<file path="src/rtl/cpu_defs.sv">
// rtl/cpu_defs.sv - shared register file widths and reg_dump_ctrl state encoding
package cpu_defs;

  localparam int REG_ADDR_W = 5;
  localparam int REG_DATA_W = 32;
  localparam int NUM_REGS   = 32;

  typedef enum logic [2:0] {
    DUMP_IDLE  = 3'd0,
    DUMP_DRAIN = 3'd1,
    DUMP_FETCH = 3'd2,
    DUMP_VALID = 3'd3,
    DUMP_DONE  = 3'd4
  } dump_state_t;

endpackage

</file>
<file path="src/rtl/drain_timer.sv">
// rtl/drain_timer.sv - loadable down-counter with zero flag for the pipeline drain wait
module drain_timer #(
  parameter int W = 16
) (
  input  logic         clk,
  input  logic         reset,
  input  logic         load_i,
  input  logic [W-1:0] load_val_i,
  input  logic         dec_i,
  output logic         zero_o
);

  logic [W-1:0] count_q;
  logic [W-1:0] count_d;

  // Load wins over decrement; the counter saturates at zero.
  always_comb begin
    count_d = count_q;
    if (load_i) begin
      count_d = load_val_i;
    end else if (dec_i && (count_q != '0)) begin
      count_d = count_q - 1'b1;
    end
  end

  // Counter register.
  always_ff @(posedge clk) begin
    if (reset) begin
      count_q <= '0;
    end else begin
      count_q <= count_d;
    end
  end

  assign zero_o = (count_q == '0);

endmodule

</file>
<file path="src/rtl/reg_dump_ctrl.sv">
// rtl/reg_dump_ctrl.sv - halts the CPU and streams a register file snapshot; REG_DUMP_SKIP_ZERO_EN drops zero-valued entries
module reg_dump_ctrl
  import cpu_defs::*;
#(
  parameter int DRAIN_CYCLES = 4,
  parameter int FIRST_REG    = 0,
  parameter int LAST_REG     = 31
) (
  input  logic                  clk,
  input  logic                  reset,
  input  logic                  start,
  input  logic                  abort,
  output logic                  cpu_halt,
  output logic [REG_ADDR_W-1:0] rd_reg,
  input  logic [REG_DATA_W-1:0] rd_data,
  output logic                  out_valid,
  input  logic                  out_ready,
  output logic [REG_DATA_W-1:0] out_data,
  output logic [REG_ADDR_W-1:0] out_idx,
  output logic                  busy,
  output logic                  done
);

  localparam int CNT_W = 16;
  localparam logic [REG_ADDR_W-1:0] FIRST_IDX  = REG_ADDR_W'(FIRST_REG);
  localparam logic [REG_ADDR_W-1:0] LAST_IDX   = REG_ADDR_W'(LAST_REG);
  localparam logic [CNT_W-1:0]      DRAIN_LOAD = (DRAIN_CYCLES > 0) ? CNT_W'(DRAIN_CYCLES - 1) : '0;
  localparam bit                    SKIP_DRAIN = (DRAIN_CYCLES == 0);

  dump_state_t           state_q;
  logic [REG_ADDR_W-1:0] idx_q;
  logic [REG_ADDR_W-1:0] rd_reg_q;
  logic [REG_DATA_W-1:0] out_data_q;
  logic [REG_ADDR_W-1:0] out_idx_q;
  logic                  out_valid_q;
  logic                  cpu_halt_q;
  logic                  busy_q;
  logic                  done_q;

  logic [REG_ADDR_W-1:0] idx_d;
  logic                  idx_last;
  logic                  start_ok;
  logic                  timer_load;
  logic                  timer_dec;
  logic                  drain_zero;

  assign idx_d      = idx_q + 1'b1;
  assign idx_last   = (idx_q == LAST_IDX);
  assign start_ok   = (state_q == DUMP_IDLE) && start && !abort;
  assign timer_load = start_ok;
  assign timer_dec  = (state_q == DUMP_DRAIN);

  drain_timer #(
    .W(CNT_W)
  ) u_drain_timer (
    .clk        (clk),
    .reset      (reset),
    .load_i     (timer_load),
    .load_val_i (DRAIN_LOAD),
    .dec_i      (timer_dec),
    .zero_o     (drain_zero)
  );

  // Dump sequencer; abort from any active state returns to IDLE without a done pulse.
  always_ff @(posedge clk) begin
    if (reset) begin
      state_q     <= DUMP_IDLE;
      idx_q       <= '0;
      rd_reg_q    <= FIRST_IDX;
      out_data_q  <= '0;
      out_idx_q   <= '0;
      out_valid_q <= 1'b0;
      cpu_halt_q  <= 1'b0;
      busy_q      <= 1'b0;
      done_q      <= 1'b0;
    end else if (abort && (state_q != DUMP_IDLE)) begin
      state_q     <= DUMP_IDLE;
      out_valid_q <= 1'b0;
      cpu_halt_q  <= 1'b0;
      busy_q      <= 1'b0;
      done_q      <= 1'b0;
    end else begin
      done_q <= 1'b0;
      case (state_q)
        DUMP_IDLE: begin
          if (start_ok) begin
            cpu_halt_q <= 1'b1;
            busy_q     <= 1'b1;
            idx_q      <= FIRST_IDX;
            rd_reg_q   <= FIRST_IDX;
            state_q    <= SKIP_DRAIN ? DUMP_FETCH : DUMP_DRAIN;
          end
        end
        DUMP_DRAIN: begin
          if (drain_zero) begin
            state_q <= DUMP_FETCH;
          end
        end
        DUMP_FETCH: begin
`ifdef REG_DUMP_SKIP_ZERO_EN
          if (rd_data == '0) begin
            if (idx_last) begin
              done_q  <= 1'b1;
              state_q <= DUMP_DONE;
            end else begin
              idx_q    <= idx_d;
              rd_reg_q <= idx_d;
            end
          end else begin
            out_data_q  <= rd_data;
            out_idx_q   <= idx_q;
            out_valid_q <= 1'b1;
            state_q     <= DUMP_VALID;
          end
`else
          out_data_q  <= rd_data;
          out_idx_q   <= idx_q;
          out_valid_q <= 1'b1;
          state_q     <= DUMP_VALID;
`endif
        end
        DUMP_VALID: begin
          if (out_ready) begin
            out_valid_q <= 1'b0;
            if (idx_last) begin
              done_q  <= 1'b1;
              state_q <= DUMP_DONE;
            end else begin
              idx_q    <= idx_d;
              rd_reg_q <= idx_d;
              state_q  <= DUMP_FETCH;
            end
          end
        end
        DUMP_DONE: begin
          cpu_halt_q <= 1'b0;
          busy_q     <= 1'b0;
          state_q    <= DUMP_IDLE;
        end
        default: begin
          state_q     <= DUMP_IDLE;
          out_valid_q <= 1'b0;
          cpu_halt_q  <= 1'b0;
          busy_q      <= 1'b0;
        end
      endcase
    end
  end

  assign cpu_halt  = cpu_halt_q;
  assign rd_reg    = rd_reg_q;
  assign out_valid = out_valid_q;
  assign out_data  = out_data_q;
  assign out_idx   = out_idx_q;
  assign busy      = busy_q;
  assign done      = done_q;

endmodule

</file>
<file path="config.mk">
export PLATFORM = sky130hd
export DESIGN_NAME = reg_dump_ctrl
export DESIGN_NICKNAME = d
export VERILOG_FILES = /design/src/rtl/cpu_defs.sv /design/src/rtl/drain_timer.sv /design/src/rtl/reg_dump_ctrl.sv
export SDC_FILE = /design/constraint.sdc
export NUM_CORES = 1
export LEC_CHECK = 0
export BUFFER_PORTS_ARGS = -buffer_cell sky130_fd_sc_hd__buf_2
export CAP_MARGIN = 15
export CORE_MARGIN = 3
export CORE_UTILIZATION = 30
export DETAILED_ROUTE_END_ITERATION = 10
export HOLD_SLACK_MARGIN = 0.12
export PLACE_DENSITY = 0.6
export SYNTH_ARGS = -nofsm -noshare
export SYNTH_HDL_FRONTEND = slang
export SYNTH_HIERARCHICAL = 1
export SYNTH_SLANG_ARGS = --single-unit
</file>
<file path="constraint.sdc">
create_clock -name clk -period 2.9 [get_ports clk]
set_input_delay 0.29 -clock clk [delete_from_list [all_inputs] [get_ports clk]]
set_output_delay 0.29 -clock clk [all_outputs]
set_load 0.01 [all_outputs]
</file>
==> results of run 1 <==
[through the flow]
| step | cell area (um2) | setup WS (ns) | power [W] | utilization | hold slack (ns) |
|---|---|---|---|---|---|
| floorplan | 2960 | 0.6251 | 0.001317 | - | 0.4260 |
| global placement | 3405 | 0.7543 | 0.001412 | 0.3650 | 0.4394 |
| global route | 3592 | 0.4146 | 0.002266 | 0.3851 | 0.1618 |
| finish | 3592 | 0.6275 | 0.002136 | 0.3851 | 0.1854 |
| CTS | 3592 | 0.6161 | 0.002167 | 0.3851 | 0.1637 |
| detailed placement | 3405 | 0.6505 | 0.001416 | 0.3650 | 0.4431 |
[cells by family (layout without fill, tap and decap cells)]
| kind of cell | Yosys count | in the layout | share of synthesized area |
|---|---|---|---|
| adder cells (fa/ha/maj) | 3 | 3 | 0.01291 |
| AND/OR/NAND/NOR | 163 | 163 | 0.2806 |
| buffers and inverters | 27 | 109 | 0.06583 |
| multiplexers | 3 | 3 | 0.01033 |
| AO/OA/AOI/OAI | 78 | 78 | 0.1631 |
| XOR/XNOR | 8 | 8 | 0.02410 |
| flip-flops | 64 | 64 | 0.4406 |
| other | 2 | 16 | 0.002583 |
[report_power, final]
part / internal (W) / switching, W / leakage, nW / total, W
clock: 0.000392 / 0.000345 / 0.0920 / 0.000737
combinational: 0.000181 / 0.000217 / 0.839 / 0.000399
sequential: 0.000938 / 0.0000621 / 0.520 / 0.00100
total: 0.00151 / 0.000624 / 1.45 / 0.00214
[worst register-to-register path, cell delays in order (launching register included)]
cell,delay [ns]
dfxtp_1,0.62
nor3b_1,0.26
buf_4,0.18
or4bb_1,0.43
or3_2,0.42
a311oi_1,0.26
[final timing paths]
kind	from	to	slack (ns)	cells after the start
worst max-delay path	state_q[0]	u_drain_timer/count_q[4]	0.63	5
worst min-delay path	rd_data[7]	out_data[7]	0.19	3
worst max register to register	state_q[0]	u_drain_timer/count_q[4]	0.63	5
worst min register to register	out_data[6]	out_data[6]	0.45	2
[routing by layer]
metal	GRT usage	share of wire
met2	0.1993	0.47
met5	0	0
met3	0.04159	0.051
met1	0.1639	0.47
met4	0.02849	0.0069
[cells in the final DEF (no fill, tap or decap), drive strengths merged, types with 3 or more instances in the layout]
master	n
a211oi	8
a21oi	46
a311oi	3
buf	88
clkbuf	10
clkinv	4
conb	16
dfxtp	64
ha	3
inv	4
mux2i	3
nand2	86
nand2b	6
nand3	5
nand4b	3
nor2	20
nor3	10
nor3b	4
nor4	4
o21ai	8
o21bai	3
o221ai	3
or3	5
or4	5
xnor2	8
[final cells by class]
| class | instances | area, um2 |
|---|---|---|
| clock buffer | 10 | 127.6 |
| clock inverter | 6 | 60.06 |
| fill | 996 | 5736 |
| inverter | 5 | 18.77 |
| multi-input combinational | 271 | 1488 |
| sequential | 64 | 1281 |
| tap | 129 | 161.4 |
| timing repair buffer | 88 | 455.4 |
[synth_stat cells, types with 3 or more instances]
master	count
xnor2_1	8
inv_1	4
a311oi_1	3
a211oi_1	8
nor4_1	4
nand2_1	86
mux2i_1	3
nor3b_1	4
a21oi_1	46
or3_2	3
or4_1	4
nor2_1	20
nand3_1	5
dfxtp_1	64
clkbuf_1	8
buf_6	9
nand2b_1	6
o221ai_1	3
o21ai_0	5
ha_1	3
nor3_1	10
o21bai_1	3
==> results.md, run 1 <==
* Via Count at 2,608
* Final hold vios at 0
* CP bufs+invs at 1
* Gates resized, CTS repair at 0
* Die Ht at 104.5 um
* Max Fanout on Critical Path at 14
* Async set-reset flop share out of synthesis at 0
* Main area contributors after synthesis: dfxtp_1, nand2_1, a21oi_1
* VDD IR-drop max at 0.2125 mV
* Seq cells post-synth at 64
* Startpoint Class: register
* Layout cells sized above 1 at 0.2568
* Detail-routed via count per cell at 4.551
* Longest Clk Path Bufs at 2
* Main synth FF type: dfxtp_1
* Fin. max-slew vios at 0
* Normalized max-slew margin at 0.2565
* Post-DR wirelength/cell at 11.65 um
* Final setup fails at 0
* Final nets at 479
* Pwr dens at 594.8 nW/um2
* CP delay by family, top: simple AND/OR/NAND/NOR gates
* Kind of critical path: reg2reg
* Root Driver: clkbuf_8
* Max Cap Viol at 0
* Vias in the first global route at 2,479
* Inst Count DP at 557
* Gr ovfl total at 0
* CTS buffer count at 9
* Synthesized instance count at 348
* Post-synthesis sequential area ratio at 0.4406
* Core Region at 9328 um2
* Synth Cell Area at 2908 um2
* CTS Sinks at 64
* Gr usage total at 0.1251
* Htree depth at 3
* Chain of cells forming the critical path: nor3b_1 -> buf_4 -> or4bb_1 -> or3_2 -> a311oi_1
* Area growth, synth to finish at 23.54%
* Drt drc at 0
* Final Skew at 0.006823 ns
* Initial DRC Count at 119
* Run status: complete, no violations
* Worst Max-Slew Pin Slew at 1.115 ns
* Worst Path Required at 3.13 ns
* Min-Delay Path Class: in2reg
* Pre-antenna DRT Iters at 4
* Clock slew at reported path FFs at 0.07 ns
* Skew-Pair Late Insertion Delay at 0.34 ns
* Hold_buf cts at 0
* N_diodes at 0
* Leakage at 1.450 nW
* Port-buffer cells at 82
* Setup crit end kind: register
* Tcrit/Tclk final at 0.7836
* Maximum clock rate at 440.0 MHz
* Largest net degree at the start of global routing at 65
* Die area at 10,910 um2
* Postcts setup bufs at 0
* I/O pin count at 83
* Slowest CP cell: dfxtp_1
* Unrepaired setup endpoints after global routing: false
* Max reg flops at 32
* Initial antenna violation count at 0
* Final GP Congestion at 0.7905
* Mapped Avg Cell Area at 8.356 um2
* Number of synthesized flops with an enable pin at 0
* Row count at 35
* Antenna Nets Post-Route at 0
* WL final at 6673 um
* Final worst path period need at 2.273 ns
* First-pass GRT wire length at 11,470 um
* Netlist cell types at 54
* CP max stage delay at 0.62 ns
* Finished Layout Cells at 573
* Hpwl dp at 4501 um
* CTS tree: built
* Worst Path Arrival at 2.51 ns
* Yosys warns at 6
* TNS Setup at 0 ns
* Initial Utilization at 0.3117
* Width of the die at 104.5 um
* Post-synth top area share at 0.4406
* Cell accounting for the most synthesized area: dfxtp_1
Power figures use the tool's default switching activity.
==> run 2: changes to the inputs <==
PLACE_DENSITY = 0.62   (was 0.6)
clock period = 1.9 ns   (was 2.9 ns; I/O delays follow)
==> run 2 against run 1 <==
- the run now ends with negative setup slack left
- hold slack improved by 0.038 ns
- clock skew up 0.0032 ns
- fmax grew 19%
- combinational power increased by 120%
- highest routed layer unchanged
- via count rose by 11%
- critical path depth stayed put
- cell area up 18%
- utilization rose by 7.1 points
- global-route usage grew 1.7 points
- critical path type unchanged
==> results.md, run 2 (same netlist as run 1, synthesis figures left out) <==
* Final hold vios at 0 (unchanged)
* Maximum clock rate at 524.2 MHz (+19%)
* Startpoint Class: register
* Final setup fails at 1 (+1)
* Skew-Pair Late Insertion Delay at 0.35 ns (about the same)
* Detail-routed via count per cell at 4.607 (+1.2%)
* Final worst path period need at 1.908 ns (-0.3650 ns)
* Tcrit/Tclk final at 1.004 (+0.2203)
* Setup crit end kind: register
* Root Driver: clkbuf_8
* Layout cells sized above 1 at 0.3247 (+0.06794)
* Area growth, synth to finish at 46.39%
* CTS Sinks at 64 (unchanged)
* Gr busiest metal: met2
* Largest net degree at the start of global routing at 40 (-38%)
* Normalized max-slew margin at 0.5380 (+0.2815)
* Die Ht at 104.5 um (unchanged)
* Fin Hold WS at 0.2232 ns (+0.03783 ns)
* Core Region at 9328 um2 (unchanged)
* Global Route met1 Usage at 0.1697 (+0.005852)
* Width of the die at 104.5 um (unchanged)
* Run status: finished with violations
* Final GP Congestion at 0.8194 (+3.7%)
* Via Count at 2,907 (+11%)
* Initial DRC Count at 151 (+27%)
* Post-DR wirelength/cell at 12.06 um (+3.5%)
* Gr ovfl total at 0 (unchanged)
* Initial antenna violation count at 0 (unchanged)
* Drt drc at 0 (unchanged)
* Post-route cell area at 4257 um2 (+18%)
* Most frequent cells in the layout: nand2_1, buf_2, dfxtp_1
* Htree depth at 3 (unchanged)
* Antenna Nets Post-Route at 0 (unchanged)
* Met2 global-route usage at 0.2412 (+0.04197)
* Initial Utilization at 0.3117 (unchanged)
* Row count at 35 (unchanged)
* Worst Max-Slew Pin Slew at 0.6930 ns (-0.4222 ns)
* Kind of critical path: reg2reg
* Met3 GRT Util at 0.04035 (-0.001241)
* Worst Path Required at 2.15 ns (-0.98 ns)
* Max Cap Viol at 0 (unchanged)
* Max Fanout on Critical Path at 4 (-10)
* Gr usage total at 0.1416 (+0.01651)
* Final WS setup at -0.007516 ns (-0.6350 ns)
* Fin. max-slew vios at 0 (unchanged)
* Failing checks: negative setup slack
* CTS tree: built
* Port-buffer cells at 82 (unchanged)
* CTS buffer count at 9 (unchanged)
* TNS Setup at -0.007516 ns (-0.007516 ns)
* Hpwl dp at 4986 um (+11%)
* I/O pin count at 83 (unchanged)
* Longest Clk Path Bufs at 2 (unchanged)
* Unrepaired setup endpoints after global routing: true
* Worst Path Arrival at 2.16 ns (-0.35 ns)
* Clock slew at reported path FFs at 0.06 ns (about the same)
* Final nets at 538 (+12%)
* Commonest non-fill, non-tap cell in the layout: nand2_1
* Min-Delay Path Class: in2reg
* Pre-antenna DRT Iters at 5 (+1)
* N_diodes at 0 (unchanged)
* First-pass GRT wire length at 12,810 um (+12%)
* Max reg flops at 32 (unchanged)
* Vias in the first global route at 2,762 (+11%)
* Leakage at 1.756 nW (+21%)
* Final Skew at 0.009986 ns (+0.003163 ns)
* Die area at 10,910 um2 (unchanged)
* WL final at 7607 um (+14%)
* DP Area at 3625 um2 (+6.5%)
* Pwr dens at 862.8 nW/um2 (+45%)
* VDD IR-drop max at 0.4921 mV (+130%)
-- run 2: cell types whose count changed in the layout (fill, tap and decap cells not counted), moves of 3 or more --
cell / delta
dfxtp_2: +7
ha_1: -3
dfxtp_1: -7
nor4_1: -3
dlygate4sd3_1: +32
nor4_2: +3
buf_4: +25
-- run 2: metal layers --
metal	wire (um)	vias up
met3	313	16
met2	3671	65
li1	-	1494
met5	0	-
met4	143	0
met1	3478	1332
-- run 2: cell type report --
cell class	instances	area, um2
fill	869	5071
clock inverter	3	65.06
sequential	64	1290
clock buffer	12	155.1
timing repair buffer	147	994.7
tap	129	161.4
inverter	5	18.77
multi-input combinational	271	1572
-- run 2: final timing paths --
check             depth (start not counted)                      from  slack [ns]                  endpoint
setup / recovery                          5  u_drain_timer/count_q[9]      -0.008  u_drain_timer/count_q[0]
hold / removal                            4                 out_ready        0.22                state_q[0]
setup reg to reg                          5  u_drain_timer/count_q[9]      -0.008  u_drain_timer/count_q[0]
hold reg to reg                           2              out_data[24]        0.45              out_data[24]
-- run 2: power by group --
part / switching, W / leakage [nW] / internal (W) / total, W
sequential: 0.0000639 / 0.523 / 0.00144 / 0.00150
clock: 0.000509 / 0.112 / 0.000802 / 0.00131
combinational: 0.000414 / 1.12 / 0.000448 / 0.000862
total: 0.000988 / 1.76 / 0.00269 / 0.00367
-- run 2: timing repair --
action                                  in CTS  in global routing
pin swaps                                    5                 11
cloned                                       0                  0
hold endpoints to repair                    32                  0
gates resized for setup                      3                 20
hold buffers                                32                  0
endpoints found under the setup margin       6                 17
setup buffers                                0                  1
-- run 2: critical path, stage by stage (launching register included) --
cell	delay, ns
dfxtp_2	0.32
or4_4	0.54
and4bb_2	0.37
and2b_2	0.25
xnor2_1	0.12
a211oi_1	0.22
-- run 2: through the flow --
step / setup WS (ns) / utilization / total power (W) / instances
detailed placement: -0.05385 / 0.3886 / 0.002285 / 583
CTS: -0.002453 / 0.4476 / 0.003673 / 630
global route: -0.07645 / 0.4563 / 0.003868 / 631
finish: -0.007516 / 0.4563 / 0.003673 / 631
floorplan: 0.001164 / - / 0.002026 / 362
global placement: 0.01209 / 0.3886 / 0.002274 / 583
